--- src/rtl/cpu_pkg.sv ---
// Shared types and constants for the instruction fetch path.
// This package holds the memory geometry, the HALT encoding, the fetch states and the buffer entry layout.
package cpu_pkg;

  localparam int unsigned ADDR_W = 4;
  localparam int unsigned DATA_W = 8;

  localparam logic [DATA_W-1:0] DEFAULT_HALT_WORD = 8'h00;

  typedef enum logic {
    RUN    = 1'b0,
    HALTED = 1'b1
  } fetch_state_e;

  typedef struct packed {
    logic [ADDR_W-1:0] pc;
    logic [DATA_W-1:0] instr;
  } fetch_entry_t;

endpackage

--- src/rtl/fetch_buffer.sv ---
// Small prefetch FIFO that holds {pc, instr} entries between fetch and decode.
// The head is read straight from storage, and a flush empties the buffer in a single cycle.
module fetch_buffer
  import cpu_pkg::*;
#(
  parameter int unsigned DEPTH = 2
) (
  input  logic         clk,
  input  logic         rst,
  input  logic         push,
  input  logic         pop,
  input  logic         flush,
  input  fetch_entry_t wr_entry,
  output fetch_entry_t head,
  output logic         empty,
  output logic         full
);

  localparam int unsigned PTR_W = $clog2(DEPTH);
  localparam int unsigned CNT_W = $clog2(DEPTH + 1);

  fetch_entry_t      mem_q [DEPTH];
  logic [PTR_W-1:0]  wr_ptr_q;
  logic [PTR_W-1:0]  rd_ptr_q;
  logic [CNT_W-1:0]  count_q;

  // Storage is cleared on reset so the head reads zero before the first fetch.
  always_ff @(posedge clk or posedge rst) begin
    if (rst) begin
      for (int i = 0; i < int'(DEPTH); i++) begin
        mem_q[i] <= '0;
      end
      wr_ptr_q <= '0;
      rd_ptr_q <= '0;
      count_q  <= '0;
    end else if (flush) begin
      wr_ptr_q <= '0;
      rd_ptr_q <= '0;
      count_q  <= '0;
    end else begin
      if (push) begin
        mem_q[wr_ptr_q] <= wr_entry;
        wr_ptr_q        <= wr_ptr_q + 1'b1;
      end
      if (pop) begin
        rd_ptr_q <= rd_ptr_q + 1'b1;
      end
      case ({push, pop})
        2'b10:   count_q <= count_q + 1'b1;
        2'b01:   count_q <= count_q - 1'b1;
        default: count_q <= count_q;
      endcase
    end
  end

  assign head  = mem_q[rd_ptr_q];
  assign empty = (count_q == '0);
  assign full  = (count_q == CNT_W'(DEPTH));

endmodule

--- src/rtl/fetch_unit.sv ---
// Instruction fetch stage: owns the PC, reads instruction memory and feeds decode through a prefetch buffer.
// A redirect restarts fetch, and a HALT word stops fetch until the next redirect.
module fetch_unit
  import cpu_pkg::*;
#(
  parameter int unsigned       DEPTH     = 2,
  parameter logic [ADDR_W-1:0] RESET_PC  = '0,
  parameter bit                HALT_EN   = 1'b1,
  parameter logic [DATA_W-1:0] HALT_WORD = DEFAULT_HALT_WORD
) (
  input  logic              clk,
  input  logic              rst,
  output logic [ADDR_W-1:0] imem_addr,
  input  logic [DATA_W-1:0] imem_data,
  output logic [DATA_W-1:0] instr,
  output logic [ADDR_W-1:0] instr_pc,
  output logic              instr_valid,
  input  logic              instr_ready,
  input  logic              redirect,
  input  logic [ADDR_W-1:0] redirect_pc,
  output logic              halted,
  output logic [ADDR_W-1:0] pc
);

  fetch_state_e      state_q, state_d;
  logic [ADDR_W-1:0] pc_q, pc_d;

  logic         push;
  logic         pop;
  logic         is_halt;
  logic         buf_empty;
  logic         buf_full;
  fetch_entry_t head;
  fetch_entry_t wr_entry;

  // A redirect blocks both push and pop so the flush sees a quiet buffer.
  assign pop      = instr_valid & instr_ready & ~redirect;
  assign push     = (state_q == RUN) & ~redirect & (~buf_full | pop);
  assign is_halt  = HALT_EN && (imem_data == HALT_WORD);
  assign wr_entry = '{pc: pc_q, instr: imem_data};

  always_comb begin
    state_d = state_q;
    pc_d    = pc_q;
    if (redirect) begin
      state_d = RUN;
      pc_d    = redirect_pc;
    end else if (push) begin
      if (is_halt) begin
        state_d = HALTED;
      end else begin
        pc_d = pc_q + 1'b1;
      end
    end
  end

  always_ff @(posedge clk or posedge rst) begin
    if (rst) begin
      state_q <= RUN;
      pc_q    <= RESET_PC;
    end else begin
      state_q <= state_d;
      pc_q    <= pc_d;
    end
  end

  fetch_buffer #(
    .DEPTH(DEPTH)
  ) u_buffer (
    .clk     (clk),
    .rst     (rst),
    .push    (push),
    .pop     (pop),
    .flush   (redirect),
    .wr_entry(wr_entry),
    .head    (head),
    .empty   (buf_empty),
    .full    (buf_full)
  );

  assign instr_valid = ~buf_empty;
  assign instr       = head.instr;
  assign instr_pc    = head.pc;
  assign halted      = (state_q == HALTED);
  assign imem_addr   = pc_q;
  assign pc          = pc_q;

endmodule

--- config.mk ---
export PLATFORM = sky130hd
export DESIGN_NAME = fetch_unit
export DESIGN_NICKNAME = d
export VERILOG_FILES = /design/src/rtl/cpu_pkg.sv /design/src/rtl/fetch_buffer.sv /design/src/rtl/fetch_unit.sv
export SDC_FILE = /design/constraint.sdc
export NUM_CORES = 1
export LEC_CHECK = 0
export BUFFER_PORTS_ARGS = -buffer_cell sky130_fd_sc_hd__buf_2
export CORE_UTILIZATION = 40
export CTS_CLUSTER_SIZE = 12
export DETAILED_ROUTE_END_ITERATION = 6
export PLACE_DENSITY_LB_ADDON = 0.12
export SLEW_MARGIN = 20
export SYNTH_ARGS = -nofsm -noshare
export SYNTH_HDL_FRONTEND = slang
export SYNTH_SLANG_ARGS = --single-unit
--- constraint.sdc ---
create_clock -name clk -period 1.65 [get_ports clk]
set_input_delay 0.165 -clock clk [delete_from_list [all_inputs] [get_ports clk]]
set_output_delay 0.165 -clock clk [all_outputs]
set_load 0.03 [all_outputs]
==> impl_results.md, run 1 <==
- Status: finished, violations left
- Failing checks: negative setup slack
- Final setup TNS: -0.431 ns
- Crit Path Class: reg -> reg
- Post-DRT Antenna Nets: 0
- TritonCTS clock tree: yes
- HPWL after DPL: 2330 um
- GRT Resource Usage Total: between 15 and 20%
- Initial antenna violation count: 0
- Worst relative slew slack: about 57%
- RR Endpoint: u_buffer.mem_q[5]$_DFFE_PP0P_
- GR Overflow Total: 0
- PD cells: ~1200 nW/um^2
- Worst Hold Class: in -> reg
- Crit Path Max Fanout: 4
- Fin util: between 50% and 60%
- Detailed Route WL: 3300 um
- IO Count: 38
- Netlist cell types: 29
- Final Max Slew Viols: 0
- Crit path capture type: register
- Clock Root Buffer: clkbuf_8
- Pwr Total: between 0.002 and 0.003 W
- Syn nets: 141
- Clock slew at reported path FFs: 0.07 ns
- DR iter-0 viols: 70
- Register area share after synthesis: 49.7%
- Via count: approximately 1100
- Via-per-instance ratio: just under 5
- RSZ-0062 raised after global routing: true
- Die span in y: roughly 66 um
- Layout cells sized above 1: 61.2%
- CORE AREA: between 4000 and 5000 um^2
- Die ar.: 4410 um^2
- Port Buffers: 37
- Fmax: 0.590 GHz
- Startpoint types: register
- Post-DR wirelength/cell: between 10 and 15 um
- Clock Path Buffers: 2
- First-pass GRT wire length: about 5300 um
- Setup crit end: u_buffer.mem_q[5]$_DFFE_PP0P_
- Critical path arrival: approximately 1.9 ns
- Total CTS buffers: 5
- Count of clock tree sinks: 33
- Maximum VDD drop: a little over 0.0005 V
- Max cap viols: 0
- Vias in the first global route: between 1000 and 1500
- Mapped Cells: 124
- Layout Nets: ~190
- Tcrit/Tclk final: 103%
- Reg2reg setup slack: -0.04 ns
- Fin cells: around 230
- Worst Reg-to-Reg Cells: 6
- Fin. Hold Viols: 0
- Final Wtd Congestion: about 0.75
- Rows: 23
- Initial Util: 41.5%
- Fin Clk Skew: 0.00321 ns
- Min Hold Slack: 0.139 ns
- #FFs+latches synth: 33
- H-tree depth: 2
- Syn avg cell area: 13.4 um^2
- RR Startpoint: u_buffer.count_q[1]$_DFFE_PP0P_
- Mapped Area: about 1700 um^2
- Critical path required time: 1.82 ns
- DIE WIDTH: between 60 and 70 um
- Largest net degree at the start of global routing: 18
- Min Tclk post-route: 1.69 ns
- Worst-skew pair later-pin latency: around 0.28 ns
- Inserted Diodes: 0
- Worst-margin pin slew: between 0.6 and 0.7 ns
- Leakage: 0.990 nW
- Final setup viols: 12
- CP Launch Point: u_buffer.count_q[1]$_DFFE_PP0P_
- Pre-antenna DRT Iters: 3
- Ys Warns: 0
- Final worst slack: -0.0442 ns
- Area Growth Syn to Fin: 28.3%
- Placed cell count: ~220
- Residual DRC: 0
-- placed cells by master, fill, tap and decap left out, types with 3 or more instances in the layout --
cell type / count
buf_2: 37
dfrtp_1: 32
mux2_2: 28
mux2_4: 12
buf_4: 12
nor2_1: 7
nand2_1: 6
clkbuf_8: 5
o21ai_0: 4
nand3_1: 3
xnor2_1: 3
buf_6: 3
-- cell type report --
cell class                      instances  area (um^2)
Clock buffer                            6         72.6
Clock inverter                          2         10.0
Fill cell                             372         1870
Inverter                                1         3.75
Multi-Input combinational cell         80          769
Sequential cell                        33          827
Tap cell                               50         62.6
Timing Repair Buffer                   56          384
-- critical path, stage by stage, from the launching register on --
cell and delay, ns:
dfrtp_1 0.38, nor3b_4 0.15, or2_4 0.26, nor3b_4 0.24, buf_6 0.13, clkbuf_16 0.13, mux2_4 0.29
-- how the worst min path moves through the flow --
stage / slack [ns] / from / to / cells past startpoint
3_5_place_dp: 0.28 / rst / u_buffer.mem_q[19]$_DFFE_PP0P_ / 2
4_1_cts: 0.13 / redirect_pc[0] / imem_addr[0]$_DFFE_PP0P_ / 2
6_report: 0.14 / redirect_pc[0] / imem_addr[0]$_DFFE_PP0P_ / 2
5_1_grt: 0.13 / redirect_pc[0] / imem_addr[0]$_DFFE_PP0P_ / 2
2_1_floorplan: 0.29 / rst / imem_addr[0]$_DFFE_PP0P_ / 1
3_3_place_gp: 0.27 / rst / u_buffer.mem_q[5]$_DFFE_PP0P_ / 2
-- metal layers --
metal	vias up	global-route usage, %	share of wire, %
li1	537	-	-
met3	5	5.34	4.1
met4	0	6.12	1.3
met1	551	21.0	46
met5	-	0	0
met2	23	26.7	48
-- power breakdown --
part	internal [W]	leakage, nW	total (W)	switching (W)
sequential	0.000986	0.395	0.00110	0.000116
combinational	0.000442	0.550	0.000909	0.000467
clock	0.000292	0.0450	0.000575	0.000283
total	0.00172	0.990	0.00259	0.000866
-- synthesized netlist by cell type (all sizes together) --
library cell / n / area (um^2)
or2: 2 / 15.0
clkbuf: 1 / 3.75
o21ba: 1 / 10.0
o21ai: 5 / 25.0
nor4: 1 / 6.26
nor4b: 1 / 8.76
buf: 9 / 71.3
mux2i: 1 / 10.0
nor3: 3 / 26.3
nand2: 6 / 22.5
dfrtp: 33 / 826
a21oi: 1 / 5.00
xor2: 2 / 17.5
mux2: 40 / 488
nor2: 7 / 26.3
a221o: 1 / 10.0
ha: 1 / 12.5
xnor2: 3 / 26.3
nand3: 3 / 15.0
inv: 1 / 3.75
nor3b: 2 / 31.3
-- cell families (layout without fill, tap and decap cells) --
family	Yosys count	in the layout	share of synthesized area [%]
fa+ha+maj	1	1	0.753
buf+inv	11	65	4.75
compound gates	8	8	3.01
simple gates	25	25	9.12
flops	33	33	49.7
mux	41	41	30.0
xor+xnor	5	5	2.64
-- what timing repair did --
action / CTS / global route
cloned: 0 / 1
setup buffers: 0 / 3
pin swaps: 1 / 2
hold buffers: 1 / 0
setup endpoints to repair: 12 / 20
endpoints found under the hold margin: 15 / 0
resized for setup: 1 / 5
-- per-stage QoR --
stage          instance area (um^2)  setup WS, ns
6_report                       2130       -0.0442
5_1_grt                        2130       -0.0953
4_1_cts                        2060       -0.0217
3_5_place_dp                   1960       -0.0356
3_3_place_gp                   1960      -0.00409
2_1_floorplan                  1670       -0.0771
-- state kept, by name (all words and copies together), names as in the netlist --
register           count
u_buffer.mem_q        24
imem_addr              4
u_buffer.count_q       2
halted                 1
u_buffer.rd_ptr_q      1
u_buffer.wr_ptr_q      1
Note: power is estimated with default switching activity, not from simulation.
==> run 2, diff against run 1 <==
--- a/config.mk
+++ b/config.mk
@@ -6,10 +6,13 @@
 export NUM_CORES = 1
 export LEC_CHECK = 0
 export BUFFER_PORTS_ARGS = -buffer_cell sky130_fd_sc_hd__buf_2
-export CORE_UTILIZATION = 40
+export CELL_PAD_IN_SITES_DETAIL_PLACEMENT = 1
+export CELL_PAD_IN_SITES_GLOBAL_PLACEMENT = 1
+export CORE_UTILIZATION = 38
 export CTS_CLUSTER_SIZE = 12
 export DETAILED_ROUTE_END_ITERATION = 6
 export PLACE_DENSITY_LB_ADDON = 0.12
+export SETUP_SLACK_MARGIN = 0.5
 export SLEW_MARGIN = 20
 export SYNTH_ARGS = -nofsm -noshare
 export SYNTH_HDL_FRONTEND = slang
==> run 2 against run 1 <==
Against the previous run:
- the run now ends clean
- setup slack improved by 0.050 ns
- largest cell class is now multi-input gates
- cell area increased by 11%
- utilization up 4.8 points
- combinational power rose by 30%
==> impl_results.md, run 2 (synthesized netlist as in run 1, its figures left out) <==
- Final setup viols: 0 (was 12)
- Layout cells sized above 1: 65.4% (was 61.2%)
- Gr busiest metal: met2 (unchanged)
- Register area: 832 um^2 (was 827 um^2)
- Crit Path Max Fanout: 6 (was 4)
- Clock Root Buffer: clkbuf_8 (unchanged)
- Clock slew at reported path FFs: 0.07 ns (about the same)
- Detailed Route WL: 4100 um (was 3300 um)
- Fillers: 423 (was 372)
- Most frequent cells in the layout: mux2_4 (38), dfrtp_1 (28), buf_2 (23), buf_6 (22), buf_4 (8) (was buf_2 (37), dfrtp_1 (32), mux2_2 (28), mux2_4 (12), buf_4 (12))
- Largest net degree at the start of global routing: 34 (was 18)
- Worst-margin pin slew: 0.421 ns (was 0.643 ns)
- Layout Nets: 195 (was 194)
- Pre-CTS setup slack: -0.0168 ns (was -0.0356 ns)
- Fin Clk Skew: 0.00682 ns (was 0.00321 ns)
- Maximum VDD drop: 0.000416 V (was 0.000509 V)
- Area Growth Syn to Fin: 42.9% (was 28.3%)
- Met1 GRT Util: 23.1% (was 21.0%)
- Startpoint types: register (unchanged)
- Via-per-instance ratio: 5.00 (was 4.89)
- Initial Util: 40.6% (was 41.5%)
- Commonest non-fill, non-tap cell in the layout: mux2_4 (was buf_2)
- Die span in y: 68.1 um (was 66.4 um)
- Global Route met3 Usage: 4.17% (was 5.34%)
- Largest register FFs: 24 (unchanged)
- Placed cell count: 211 (was 215)
- Max cap viols: 0 (unchanged)
- GR Overflow Total: 0 (unchanged)
- Fin cells: 229 (was 228)
- Leakage: 1.12 nW (was 0.990 nW)
- Post-DRT Antenna Nets: 0 (unchanged)
- Count of clock tree sinks: 33 (unchanged)
- Initial antenna violation count: 0 (unchanged)
- Fin. Hold Viols: 0 (unchanged)
- Die ar.: 4640 um^2 (was 4410 um^2)
- Status: finished clean (was finished, violations left)
- IO Count: 38 (unchanged)
- Worst relative slew slack: 71.9% (was 57.1%)
- M2 GR Usage: 34.8% (was 26.7%)
- Worst Hold Class: in -> reg (unchanged)
- GRT Resource Usage Total: 19.8% (was 16.7%)
- Post-DR wirelength/cell: 17.9 um (was 14.5 um)
- DIE WIDTH: 68.1 um (was 66.4 um)
- Crit Path Class: reg -> reg (unchanged)
- Fmax: 0.608 GHz (was 0.590 GHz)
- Inserted Diodes: 0 (unchanged)
- CORE AREA: 4090 um^2 (was 4000 um^2)
- Critical path arrival: 1.81 ns (was 1.86 ns)
- Total CTS buffers: 5 (unchanged)
- Final Wtd Congestion: 0.685 (was 0.755)
- Clock Path Buffers: 2 (unchanged)
- Pre-antenna DRT Iters: 3 (unchanged)
- First-pass GRT wire length: 6420 um (was 5270 um)
- Final worst slack: 0.00565 ns (was -0.0442 ns)
- TritonCTS clock tree: yes (unchanged)
- RSZ-0062 raised after global routing: true (unchanged)
- Worst-skew pair later-pin latency: 0.28 ns (about the same)
- Reg2reg setup slack: 0.006 ns (was -0.04 ns)
- Rows: 23 (unchanged)
- Port Buffers: 37 (unchanged)
- DR iter-0 viols: 38 (was 70)
- Vias in the first global route: 1272 (was 1111)
- Area of the multi-input gates: 891 um^2 (was 769 um^2)
- Min Hold Slack: 0.150 ns (was 0.139 ns)
- PD cells: 1230 nW/um^2 (was 1210 nW/um^2)
- Via count: 1146 (was 1116)
- Critical path required time: 1.82 ns (about the same)
- Pwr Total: 0.00291 W (was 0.00259 W)
- Residual DRC: 0 (unchanged)
- Crit path capture type: register (unchanged)
- Tcrit/Tclk final: 99.7% (was 103%)
- Min Tclk post-route: 1.64 ns (was 1.69 ns)
- H-tree depth: 2 (unchanged)
- Final Max Slew Viols: 0 (unchanged)
- Top reg by flops: u_buffer.mem_q (unchanged)
- HPWL after DPL: 2500 um (was 2330 um)
-- run 2: cell type report --
type | instances | area share (%)
Clock buffer | 6 | 3.06
Timing Repair Buffer | 57 | 21.1
Inverter | 1 | 0.158
Tap cell | 50 | 2.64
Clock inverter | 2 | 0.422
Sequential cell | 33 | 35.1
Multi-Input combinational cell | 80 | 37.6
-- run 2: worst paths after layout --
kind | start | to | cells after the start
max | u_buffer.count_q[1]$_DFFE_PP0P_ | u_buffer.mem_q[4]$_DFFE_PP0P_ | 6
min | imem_data[0] | u_buffer.mem_q[0]$_DFFE_PP0P_ | 2
max reg2reg | u_buffer.count_q[1]$_DFFE_PP0P_ | u_buffer.mem_q[4]$_DFFE_PP0P_ | 6
min reg2reg | u_buffer.mem_q[16]$_DFFE_PP0P_ | u_buffer.mem_q[16]$_DFFE_PP0P_ | 1
max in group asynchronous | rst | halted$_DFFE_PP0P_ | 4
min in group asynchronous | rst | u_buffer.mem_q[6]$_DFFE_PP0P_ | 4
-- run 2: repair_timing --
| item | in CTS | in global routing |
|---|---|---|
| gates resized for setup | 55 | 8 |
| setup buffers | 6 | 1 |
| hold buffers | 1 | 0 |
| setup endpoints to repair | 48 | 46 |
| hold endpoints to repair | 33 | 0 |
| cloned | 2 | 0 |
| pin swaps | 6 | 2 |
-- run 2: stage by stage --
stage          setup TNS (ns)  instance area (um^2)  utilization [%]
2_1_floorplan           -1.02                  1730                -
3_3_place_gp                0                  1990             48.7
3_5_place_dp          -0.0332                  1990             48.7
4_1_cts                     0                  2330             57.1
5_1_grt                -0.559                  2370             58.1
6_report                    0                  2370             58.1
-- run 2: per-layer routing --
layer,vias up,routed length (um)
met3,8,156
met5,-,0
met2,27,2040
li1,536,-
met4,0,76
met1,575,1830
-- run 2: where the power goes --
part | internal [W] | total, W | switching (W) | leakage, nW
combinational | 0.000661 | 0.00118 | 0.000520 | 0.688
clock | 0.000292 | 0.000590 | 0.000297 | 0.0450
sequential | 0.000990 | 0.00114 | 0.000150 | 0.391
-- run 2: critical path: stages (launching register included) --
cell and delay (ns):
dfrtp_1 0.38, nor3b_4 0.15, or2_4 0.26, nor3b_4 0.18, buf_6 0.15, buf_16 0.13
mux2_4 0.30
==> run 3, diff against run 2 <==
--- a/config.mk
+++ b/config.mk
@@ -5,7 +5,7 @@
 export SDC_FILE = /design/constraint.sdc
 export NUM_CORES = 1
 export LEC_CHECK = 0
-export BUFFER_PORTS_ARGS = -buffer_cell sky130_fd_sc_hd__buf_2
+export BUFFER_PORTS_ARGS = -buffer_cell sky130_fd_sc_hd__buf_4
 export CELL_PAD_IN_SITES_DETAIL_PLACEMENT = 1
 export CELL_PAD_IN_SITES_GLOBAL_PLACEMENT = 1
 export CORE_UTILIZATION = 38
@@ -13,7 +13,7 @@
 export DETAILED_ROUTE_END_ITERATION = 6
 export PLACE_DENSITY_LB_ADDON = 0.12
 export SETUP_SLACK_MARGIN = 0.5
-export SLEW_MARGIN = 20
+export SLEW_MARGIN = 10
 export SYNTH_ARGS = -nofsm -noshare
 export SYNTH_HDL_FRONTEND = slang
 export SYNTH_SLANG_ARGS = --single-unit
==> run 3 against run 2 <==
Against the previous run:
- the flow now finishes with violations (negative setup slack)
- maximum frequency fell by 3.0%
- non-clock buffer count rose by 2
- sequential power about the same
- first-iteration DRC count is 45% higher
- power increased by 13%
- flip-flop and latch count unchanged
- highest routed layer unchanged
==> impl_results.md, run 3 (synthesized netlist as in run 1, its figures left out) <==
- Area after DPL: 2080 um^2 (was 1990 um^2)
- Post-DRT Antenna Nets: 0 (unchanged)
- Initial antenna violation count: 0 (unchanged)
- Failing checks: negative setup slack
- GRT Resource Usage Total: 21.3% (was 19.8%)
- Final Wtd Congestion: 0.697 (was 0.685)
- Clock Path Buffers: 2 (unchanged)
- Critical path required time: 1.82 ns (about the same)
- Min Hold Slack: 0.112 ns (was 0.150 ns)
- Pwr Total: 0.00330 W (was 0.00291 W)
- Fin util: 61.1% (was 58.1%)
- Fin Clk Skew: 0.00432 ns (was 0.00682 ns)
- Most frequent cells in the layout: mux2_4 (39), buf_4 (32), dfrtp_1 (27), buf_6 (24), dfrtp_2 (6) (was mux2_4 (38), dfrtp_1 (28), buf_2 (23), buf_6 (22), buf_4 (8))
- Slowest cell on crit path: dfrtp_1 (unchanged)
- Largest net degree at the start of global routing: 17 (was 34)
- Leakage: 1.18 nW (was 1.12 nW)
- Total CTS buffers: 5 (unchanged)
- Final worst slack: -0.0455 ns (was 0.00565 ns)
- Critical path arrival: 1.87 ns (was 1.81 ns)
- Vias in the first global route: 1196 (was 1272)
- Area Growth Syn to Fin: 50.5% (was 42.9%)
- Inserted Diodes: 0 (unchanged)
- Worst path cell trace: nor3b_4, or2_4, nor3b_4, buf_4, buf_12, mux2_4 (was nor3b_4, or2_4, nor3b_4, buf_6, buf_16, mux2_4)
- M2 GR Usage: 35.9% (was 34.8%)
- Worst Reg-to-Reg Cells: 6 (unchanged)
- Slowest stage delay, CP: 0.39 ns (was 0.38 ns)
- DIE WIDTH: 68.1 um (unchanged)
- Via count: 1178 (was 1146)
- Design area: 2500 um^2 (was 2370 um^2)
- Clock slew at reported path FFs: 0.07 ns (about the same)
- Gr busiest metal: met2 (unchanged)
- Count of clock tree sinks: 33 (unchanged)
- H-tree depth: 2 (unchanged)
- Worst-skew pair later-pin latency: 0.29 ns (was 0.28 ns)
- Status: finished, violations left (was finished clean)
- Met1 GRT Util: 24.9% (was 23.1%)
- Post-DR wirelength/cell: 19.9 um (was 17.9 um)
- Pre-antenna DRT Iters: 4 (was 3)
- HPWL after DPL: 2730 um (was 2500 um)
- Startpoint types: register (unchanged)
- RSZ-0062 raised after global routing: true (unchanged)
- Maximum VDD drop: 0.000853 V (was 0.000416 V)
- Fin. Hold Viols: 0 (unchanged)
- IO Count: 38 (unchanged)
- Most frequent cell on the critical path: nor3b_4 (unchanged)
- Hold path depth: 2 (unchanged)
- Crit path capture type: register (unchanged)
- Top reg by flops: u_buffer.mem_q (unchanged)
- Final setup TNS: -0.432 ns (was 0 ns)
- Residual DRC: 0 (unchanged)
- Rows: 23 (unchanged)
- Die ar.: 4640 um^2 (unchanged)
- First-pass GRT wire length: 6710 um (was 6420 um)
- Worst Hold Class: in -> reg (unchanged)
- Initial Util: 40.6% (unchanged)
- Crit Path Max Fanout: 6 (unchanged)
- Worst relative slew slack: 68.0% (was 71.9%)
- Commonest non-fill, non-tap cell in the layout: mux2_4 (unchanged)
- CORE AREA: 4090 um^2 (unchanged)
- Global Route met3 Usage: 4.83% (was 4.17%)
- Tcrit/Tclk final: 103% (was 99.7%)
- GR Overflow Total: 0 (unchanged)
- Detailed Route WL: 4590 um (was 4100 um)
- PD cells: 1320 nW/um^2 (was 1230 nW/um^2)
- Final Max Slew Viols: 0 (unchanged)
- Via-per-instance ratio: 5.10 (was 5.00)
- DR iter-0 viols: 55 (was 38)
- Layout cells sized above 1: 67.4% (was 65.4%)
- Worst-margin pin slew: 0.480 ns (was 0.421 ns)
- Fmax: 0.590 GHz (was 0.608 GHz)
- Die span in y: 68.1 um (unchanged)
- Crit Path Class: reg -> reg (unchanged)
- Max cap viols: 0 (unchanged)
- Min Tclk post-route: 1.70 ns (was 1.64 ns)
- Final setup viols: 12 (was 0)
- Largest register FFs: 24 (unchanged)
- Clock Root Buffer: clkbuf_8 (unchanged)
- Layout Nets: 197 (was 195)
- Port Buffers: 37 (unchanged)
- TritonCTS clock tree: yes (unchanged)
## run 3: layout make-up
| class | count | area (um^2) |
|---|---|---|
| Fill cell | 408 | 1590 |
| Multi-Input combinational cell | 80 | 897 |
| Sequential cell | 33 | 833 |
| Timing Repair Buffer | 59 | 568 |
| Clock buffer | 5 | 68.8 |
| Clock inverter | 3 | 65.1 |
| Tap cell | 50 | 62.6 |
| Inverter | 1 | 3.75 |
## run 3: metrics by stage
step | worst slack, ns | std cells
after floorplan | -0.0771 | 124
after CTS | -0.0129 | 227
final | -0.0455 | 231
after global routing | -0.0974 | 231
after detailed placement | -0.0287 | 213
after global placement | 0.00760 | 213
## run 3: what timing repair did
action,4_1_cts,5_1_grt
pin swaps,4,5
hold endpoints to repair,10,0
buffers inserted,3,4
hold buffers,1,0
setup endpoints to repair,48,46
gates resized for setup,44,8
cloned,2,0
## run 3: final timing paths
check | startpoint | endpoint | slack (ns)
worst max-delay path | u_buffer.count_q[1]$_DFFE_PP0P_ | u_buffer.mem_q[1]$_DFFE_PP0P_ | -0.05
worst min-delay path | redirect_pc[0] | imem_addr[0]$_DFFE_PP0P_ | 0.11
worst max register to register | u_buffer.count_q[1]$_DFFE_PP0P_ | u_buffer.mem_q[1]$_DFFE_PP0P_ | -0.05
worst min register to register | u_buffer.mem_q[18]$_DFFE_PP0P_ | u_buffer.mem_q[18]$_DFFE_PP0P_ | 0.52
max in group asynchronous | rst | imem_addr[0]$_DFFE_PP0P_ | 0.64
min in group asynchronous | rst | u_buffer.mem_q[17]$_DFFE_PP0P_ | 0.44
## run 3: worst max-delay path, delay by kind of cell, from the launching register on
kind                   cells  cell delay (ns)
buffers and inverters      2             0.27
flip-flops                 1             0.39
multiplexers               1             0.30
AND/OR/NAND/NOR            3             0.63
## run 3: metal layers
metal / wire length [um] / share of wire, %
met1: 1920 / 42
met2: 2430 / 53
met3: 137 / 3.0
met4: 107 / 2.3
met5: 0 / 0
## run 3: power breakdown
group,internal (W),leakage [nW],switching [W]
clock network,0.000600,0.0681,0.000319
logic,0.000695,0.718,0.000540
registers,0.000990,0.389,0.000153
total,0.00229,1.18,0.00101
